## config.mk

```make
export PLATFORM = sky130hd
export DESIGN_NAME = hp_wind_ctl
export DESIGN_NICKNAME = d
export VERILOG_FILES = /design/src/rtl/hp_wind_ctl.sv
export SDC_FILE = /design/constraint.sdc
export NUM_CORES = 1
export LEC_CHECK = 0
export CORE_MARGIN = 4
export CORE_UTILIZATION = 50
export CTS_BUF_LIST = sky130_fd_sc_hd__clkbuf_8
export CTS_CLUSTER_DIAMETER = 30
export DETAILED_ROUTE_END_ITERATION = 10
export GPL_TIMING_DRIVEN = 0
export PLACE_DENSITY = 0.77
export SETUP_SLACK_MARGIN = 0.3
export SLEW_MARGIN = 20
export SYNTH_ARGS = -nofsm -noshare
export SYNTH_HDL_FRONTEND = slang
export SYNTH_SLANG_ARGS = --single-unit
```

## constraint.sdc

```tcl
create_clock -name clk60MHz -period 2.7 [get_ports clk60MHz]
set_input_delay 0.405 -clock clk60MHz [delete_from_list [all_inputs] [get_ports clk60MHz]]
set_output_delay 0.405 -clock clk60MHz [all_outputs]
set_load 0.01 [all_outputs]
```

## src/rtl/hp_wind_ctl.sv

```systemverilog
// HP/wind game-state source for the VGA overlay: tracks both players' HP and the wind and flags end of game.
// Define HP_WIND_RANDOM_EN to draw wind from a 16-bit LFSR; otherwise wind follows a deterministic step.
module hp_wind_ctl #(
    parameter logic [6:0]  HP_MAX    = 7'd100,
    parameter logic [15:0] LFSR_SEED = 16'hACE1
) (
    input  logic       clk60MHz,
    input  logic       rst,
    input  logic       new_game,
    input  logic       hit_p1,
    input  logic       hit_p2,
    input  logic [6:0] damage,
    input  logic       turn_end,
    output logic [6:0] hp_player1,
    output logic [6:0] hp_player2,
    output logic [2:0] wind,
    output logic       game_over,
    output logic [1:0] winner
);

    typedef enum logic [1:0] {
        IDLE,
        PLAY,
        OVER
    } state_t;

    state_t     state_q;
    logic [6:0] hp1_q, hp2_q;
    logic [6:0] hp1_d, hp2_d;
    logic [2:0] wind_q;
    logic       game_over_q;
    logic [1:0] winner_q;
    logic [2:0] wind_new_game;
    logic [2:0] wind_turn;

    // Compare one bit wider than the operands so a large hit clamps at zero instead of wrapping.
    function automatic logic [6:0] sat_sub(input logic [6:0] hp, input logic [6:0] dmg);
        return ({1'b0, dmg} >= {1'b0, hp}) ? 7'd0 : (hp - dmg);
    endfunction

    // NOTE: every variable written here gets a default first, so no latch is inferred.
    always_comb begin
        hp1_d = hp1_q;
        hp2_d = hp2_q;
        if (hit_p1) hp1_d = sat_sub(hp1_q, damage);
        if (hit_p2) hp2_d = sat_sub(hp2_q, damage);
    end

`ifdef HP_WIND_RANDOM_EN
    logic [15:0] lfsr_q;

    always_ff @(posedge clk60MHz) begin
        if (rst) begin
            lfsr_q <= LFSR_SEED;
        end else begin
            lfsr_q <= {lfsr_q[14:0], lfsr_q[15] ^ lfsr_q[13] ^ lfsr_q[12] ^ lfsr_q[10]};
        end
    end

    // Wind is taken from the pre-shift LFSR value of the loading cycle.
    assign wind_new_game = lfsr_q[2:0];
    assign wind_turn     = lfsr_q[2:0];
`else
    assign wind_new_game = 3'b000;
    // Magnitude counts mod 4; the direction flips each time it wraps from 3 back to 0.
    assign wind_turn     = {wind_q[2] ^ (&wind_q[1:0]), wind_q[1:0] + 2'd1};
`endif

    // NOTE: sequential state uses non-blocking assignments only, so every register sees pre-edge values.
    always_ff @(posedge clk60MHz) begin
        if (rst) begin
            state_q     <= IDLE;
            hp1_q       <= HP_MAX;
            hp2_q       <= HP_MAX;
            wind_q      <= 3'b000;
            game_over_q <= 1'b0;
            winner_q    <= 2'b00;
        end else begin
            case (state_q)
                IDLE, OVER: begin
                    if (new_game) begin
                        state_q     <= PLAY;
                        hp1_q       <= HP_MAX;
                        hp2_q       <= HP_MAX;
                        wind_q      <= wind_new_game;
                        game_over_q <= 1'b0;
                        winner_q    <= 2'b00;
                    end
                end
                PLAY: begin
                    if (new_game) begin
                        hp1_q       <= HP_MAX;
                        hp2_q       <= HP_MAX;
                        wind_q      <= wind_new_game;
                        game_over_q <= 1'b0;
                        winner_q    <= 2'b00;
                    end else begin
                        hp1_q <= hp1_d;
                        hp2_q <= hp2_d;
                        if (turn_end) wind_q <= wind_turn;
                        // Game ends on the same edge that writes a zero HP; winner is the survivor.
                        if ((hp1_d == 7'd0) || (hp2_d == 7'd0)) begin
                            state_q     <= OVER;
                            game_over_q <= 1'b1;
                            winner_q    <= {hp1_d == 7'd0, hp2_d == 7'd0};
                        end
                    end
                end
                default: begin
                    state_q <= IDLE;
                end
            endcase
        end
    end

    assign hp_player1 = hp1_q;
    assign hp_player2 = hp2_q;
    assign wind       = wind_q;
    assign game_over  = game_over_q;
    assign winner     = winner_q;

endmodule

```

# Yosys cells after proc, flatten, opt, wreduce, memory -nomap -nowiden
# Cells that the tools add are included.
# totals
regBits	22
input_bits	13
wordCells	55
# classes
add_sub_neg	3
order_cmp	2
n_eq_ne	7
muxes	25
n_bitwise	1
reduce_logical	11
# op_table
cell	n
7-bit two-way mux	7
7-bit case mux with 2 select lines	2
7-bit greater-or-equal comparator	2
7-bit zero test	2
7-bit subtractor	2
2-bit two-way mux	6
3-bit two-way mux	3
3-bit AND reduction	3
2-bit case mux with 2 select lines	2
2-bit inequality test, second input constant	3
3-bit inequality test, second input constant	2
3-bit case mux with 2 select lines	1
2-bit AND reduction	2
1-bit two-way mux	3
2-bit by 1-bit adder with 2-bit output, second input constant	1
2-bit by 1-bit equality test with 1-bit output, second input constant	1
2-bit equality test, second input constant	1
2-bit zero test	1
1-bit case mux with 2 select lines	1
2-bit nonzero test	1
2-bit OR reduction	1
1-bit logical OR	1
1-bit bitwise XOR	1

# Depth between registers and ports, before layout
# logic_depth
depth_word	8
ltp_mapped	10

# Least setup slack after synthesis
# No wires, ideal clock.
# synth_timing
path_kind	register to register
startpoint	reg hp1_q[0] (netlist: hp_player1[0])
endpoint	reg winner_q[1] (netlist: winner[1])
setup_ns	0.119
t_arrival_ns	2.309
slack_ns	0.273
path_stages_with_launch	11
path_buffers	0
synth_period_minus_slack_ns	2.427
cell_sequence	dfxtp_1 > inv_1 > ha_1 > fa_1 > nand2b_1 > a21o_1 > a311oi_1 > nand4_1 > a21o_1 > nor3b_1 > o221a_1
# synth_via
elab_chain_len	7
elab_cells_between_ends	11
# synth_lines
item	line_no	source
from (decl)	28	logic [6:0] hp1_q, hp2_q;
from (signal assigned)	98	hp1_q <= hp1_d;
7-bit subtractor / 7-bit greater-or-equal comparator (equally long branches)	38	return ({1'b0, dmg} >= {1'b0, hp}) ? 7'd0 : (hp - dmg);
7-bit two-way mux	38	
7-bit two-way mux (*)	45	if (hit_p1) hp1_d = sat_sub(hp1_q, damage);
7-bit zero test (*)	102, 105	
2-bit two-way mux / 1-bit logical OR (equally long branches)	102	if ((hp1_d == 7'd0) || (hp2_d == 7'd0)) begin
2-bit two-way mux / 3-bit inequality test (equally long branches)	n/a	
2-bit case mux with 2 select lines / 3-bit AND reduction (equally long branches)	n/a	
to (signal assigned)	105	winner_q <= {hp1_d == 7'd0, hp2_d == 7'd0};
to (decl)	32	logic [1:0] winner_q;
# Mark *: on every way between the ends. The rest lies on a longest branch, timed or not. The select of a mux whose other input is x is not followed.
# A chain may end at the register's enable or synchronous reset.

# Worst setup path in the final report
# layout_timing
startpoint	in damage[5]
endpoint	reg winner_q[1] (netlist: winner[1])
# layout_via
elab_chain_len	7
elab_cells_between_ends	16
# layout_lines
item	line_no	source
from (decl)	12	input logic [6:0] damage,
7-bit subtractor / 7-bit greater-or-equal comparator (equally long branches)	38	
7-bit two-way mux	38	
7-bit two-way mux, on equally long branches	45, 46	
7-bit zero test, on equally long branches	102, 105	
2-bit two-way mux / 1-bit logical OR (equally long branches)	102	
2-bit two-way mux / 3-bit inequality test (equally long branches)	n/a	
2-bit case mux with 2 select lines / 3-bit AND reduction (equally long branches)	n/a	
# Several ways; a longest one is shown, not always the timed one. The select of a mux whose other input is x is not followed.

==> reports/metrics.yaml <==
routing:
  wl_um: 5593
  drc: 0
  num_vias: 1941
  antenna_left: 0
  avgViaCountPerCell: 6.047
  first_pass_iters: 4
  drt_iter0_markers: 217
  routedWlPerCell_um: 17.42
finish:
  ff_latch_area_um2: 447.9
  final_common_cell: "nor2_1"
  drive_above_1_share_pct: 28.00
  mostFrequentLayoutCells: "nor2_1 (28), clkdlybuf4s50_1 (24), dfxtp_1 (18)"
  multi_input_area_um2: 1469
  diodes: 0
  syn_to_final_growth_pct: 45.11
  layout.cells.non_filler: 321
  fill_cells: 238
  fin_nets: 307
placement:
  place_ws_ns: -0.5023
  dp.cells: 299
  globalplace.congestion: 0.8581
  port_buffers: 31
  post-dp-hpwl_um: 3634
timing:
  holdWs_ns: 0.5250
  rsz0062_at_grt: "true"
  fin_crit_ns: 2.466
  fin_skew_ns: 0.0005751
  final_hold_viol_count: 0
  tns_ns: 0
  setup-violations-final: 0
  tightest_slew_ns: 0.5566
  min_period_over_period_pct: 91.32
  max-slew-margin-rel_pct: 62.50
  slew_violations: 0
  layout_setup_ws_ns: 0.2342
  fmax_ghz: 0.4056
power_and_ir_drop:
  power_density_nw_per_um2: 336.9
  ir_worst_vdd_uv: 256.2
  power_mw: 0.8692
  p_leak_nw: 1.004
clocking:
  clkTransAtPathRegs_ns: 0.07
  cts_tree: "yes"
  cts-root-buf: "clkbuf_8"
  clkSinkCount: 22
  clk_latency_ns: 0.26
  postCtsHoldBufs: 0
  htree_num_levels: 1
  numCtsBuffers: 3
  clk_path_buf_depth: 2
synthesis:
  synth_top_family_by_area: "compound AO/OA/AOI/OAI gates"
  ys_async_sr_fraction_pct: 0
  yosys.area_share.simple_pct: 22.52
  syn_nets: 252
  syn_area_um2: 1778
  yosysWarnings: 0
  ys.flop_type: "dfxtp_1"
  synth-edff-count: 0
  synthAdderAreaFrac_pct: 12.81
  synth-seq-cells: 22
  synth.mux.area_fraction_pct: 1.759
  synth-xor-area-share_pct: 2.463
  syn_area_per_cell_um2: 8.009
  synthDistinctLibCells: 56
  netlist_instances: 222
  ys_seq_area_share_pct: 24.77
  synth_compound_area_share_pct: 31.03
outcome:
  outcome: "complete, no violations"
floorplanning:
  rows: 21
  core_area_um2: 3390
  die_height_um: 67.63
  die_x_um: 67.63
  start_util_pct: 52.45
  die_area_um2: 4574
  io_pins: 33
grt:
  antenna_found_initial: 0
  grt_max_degree: 12
  grt_pass1_vias: 1923
  grt_use_total_pct: 24.59
  grt_overflow_total: 0
  grt_pass1_wl_um: 8666
flow_run:
  maxCapViolations: 0
setup_path:
  worstSetupEndpointType: "flip-flop"
  crit_path_end: "winner[1]$_SDFFE_PP0P_"
  cp.arrival_ns: 2.62
  crit_required_ns: 2.85
  crit_type: "input port to flip-flop"
  r2r_start: "hp_player1[5]$_SDFFE_PP1P_"
  r2r_end: "winner[1]$_SDFFE_PP0P_"
  worst-path-max-fanout: 7
  ff2ff_setup_slack_ns: 0.25
  r2r_cells: 8
  critical_path.startpoint_type: "input port"
  cp-startpoint: "damage[5]"
worst_hold_path:
  holdPathStages: 2
  hp-class: "flip-flop to flip-flop"
sequential cells by signal (all words and copies together) (netlist names):
name and count:
game_over 1, wind 3, state_q 2, hp_player2 7, hp_player1 7, winner 2
cell usage after synthesis (all sizes together) (2+ instances only):
cell type	count	share of area (%)
nand2b	7	2.5
a211o	2	1.1
a2111oi	2	0.99
nand3	6	1.7
a21oi	14	3.9
nand4	6	2.1
a2bb2oi	4	2.0
nand2	12	2.5
inv	18	3.8
a21o	5	2.1
fa	2	2.3
and2	2	0.70
nor2	29	6.1
nor3b	2	0.84
a211oi	3	1.3
or4	2	1.1
o21bai	2	0.84
o211ai	2	0.84
a32oi	2	0.99
a22oi	5	2.1
dfxtp	22	25
o311ai	2	1.4
o21a	2	0.84
xor2	3	1.5
clkbuf	3	0.63
ha	15	11
nor3	4	1.1
xnor2	2	0.99
a311oi	2	0.99
nor4	2	0.70
a32o	2	1.2
mux2i	2	1.1
o21ai	16	4.5
metal layers:
| layer | vias up | wire, um | track usage (%) |
|---|---|---|---|
| li1 | 949 | - | - |
| met1 | 918 | 2482 | 31.02 |
| met3 | 7 | 329 | 4.825 |
| met2 | 67 | 2701 | 40.10 |
| met5 | - | 0 | 0 |
| met4 | 0 | 80 | 11.14 |
kinds of logic (layout without fill, tap and decap cells):
logic type | after synthesis | count (layout)
buffers and inverters | 22 | 75
xor gates and xnor gates | 5 | 5
adders and majority gates | 17 | 17
muxes | 3 | 3
DFF | 22 | 22
and+or+nand+nor | 79 | 79
AOI/OAI and AO/OA | 74 | 74
layout make-up:
class / count / area share [%]
multi-input cells: 178 / 56.94
repair buffers: 50 / 18.57
flip-flops and latches: 22 / 17.36
inverters: 18 / 2.716
well taps: 46 / 2.231
clock buffers: 3 / 1.600
plain buffers: 4 / 0.5820
stage by stage:
step | area, um^2 | util (%)
final | 2580 | 76.12
after global routing | 2580 | 76.12
after CTS | 2461 | 72.61
after detailed placement | 2147 | 63.34
after global placement | 2147 | 63.34
after floorplan | 1779 | -
critical path, cell delays in order:
cell,delay (ns)
dlygate4sd2_1,0.24
inv_2,0.10
ha_4,0.23
nor3b_1,0.14
a311o_1,0.33
a211oi_2,0.30
nand4_1,0.21
a21o_1,0.27
nor3b_2,0.16
o221a_1,0.22
power breakdown:
group / leakage, nW / internal, mW / total [mW] / switching, mW
clock: 0.0216 / 0.0994 / 0.197 / 0.0974
combinational: 0.801 / 0.161 / 0.330 / 0.169
sequential: 0.181 / 0.332 / 0.342 / 0.0103
total: 1.00 / 0.592 / 0.869 / 0.277
worst min path at each step:
| stage | startpoint | end | slack (ns) |
|---|---|---|---|
| 3_3_place_gp | hp_player1[0]$_SDFFE_PP0P_ | hp_player1[0]$_SDFFE_PP0P_ | 0.49 |
| 5_1_grt | game_over$_SDFFE_PP0P_ | game_over$_SDFFE_PP0P_ | 0.57 |
| 2_1_floorplan | hp_player1[0]$_SDFFE_PP0P_ | hp_player1[0]$_SDFFE_PP0P_ | 0.51 |
| 3_5_place_dp | hp_player1[0]$_SDFFE_PP0P_ | hp_player1[0]$_SDFFE_PP0P_ | 0.51 |
| 6_report | game_over$_SDFFE_PP0P_ | game_over$_SDFFE_PP0P_ | 0.52 |
| 4_1_cts | winner[0]$_SDFFE_PP0P_ | winner[0]$_SDFFE_PP0P_ | 0.53 |
timing repair:
item | CTS | global route
setup endpoints to repair | 11 | 13
setup buffers | 13 | 6
cloned | 0 | 0
pin swaps | 19 | 17
resized for setup | 41 | 18
(Power assumes the default switching activity.)
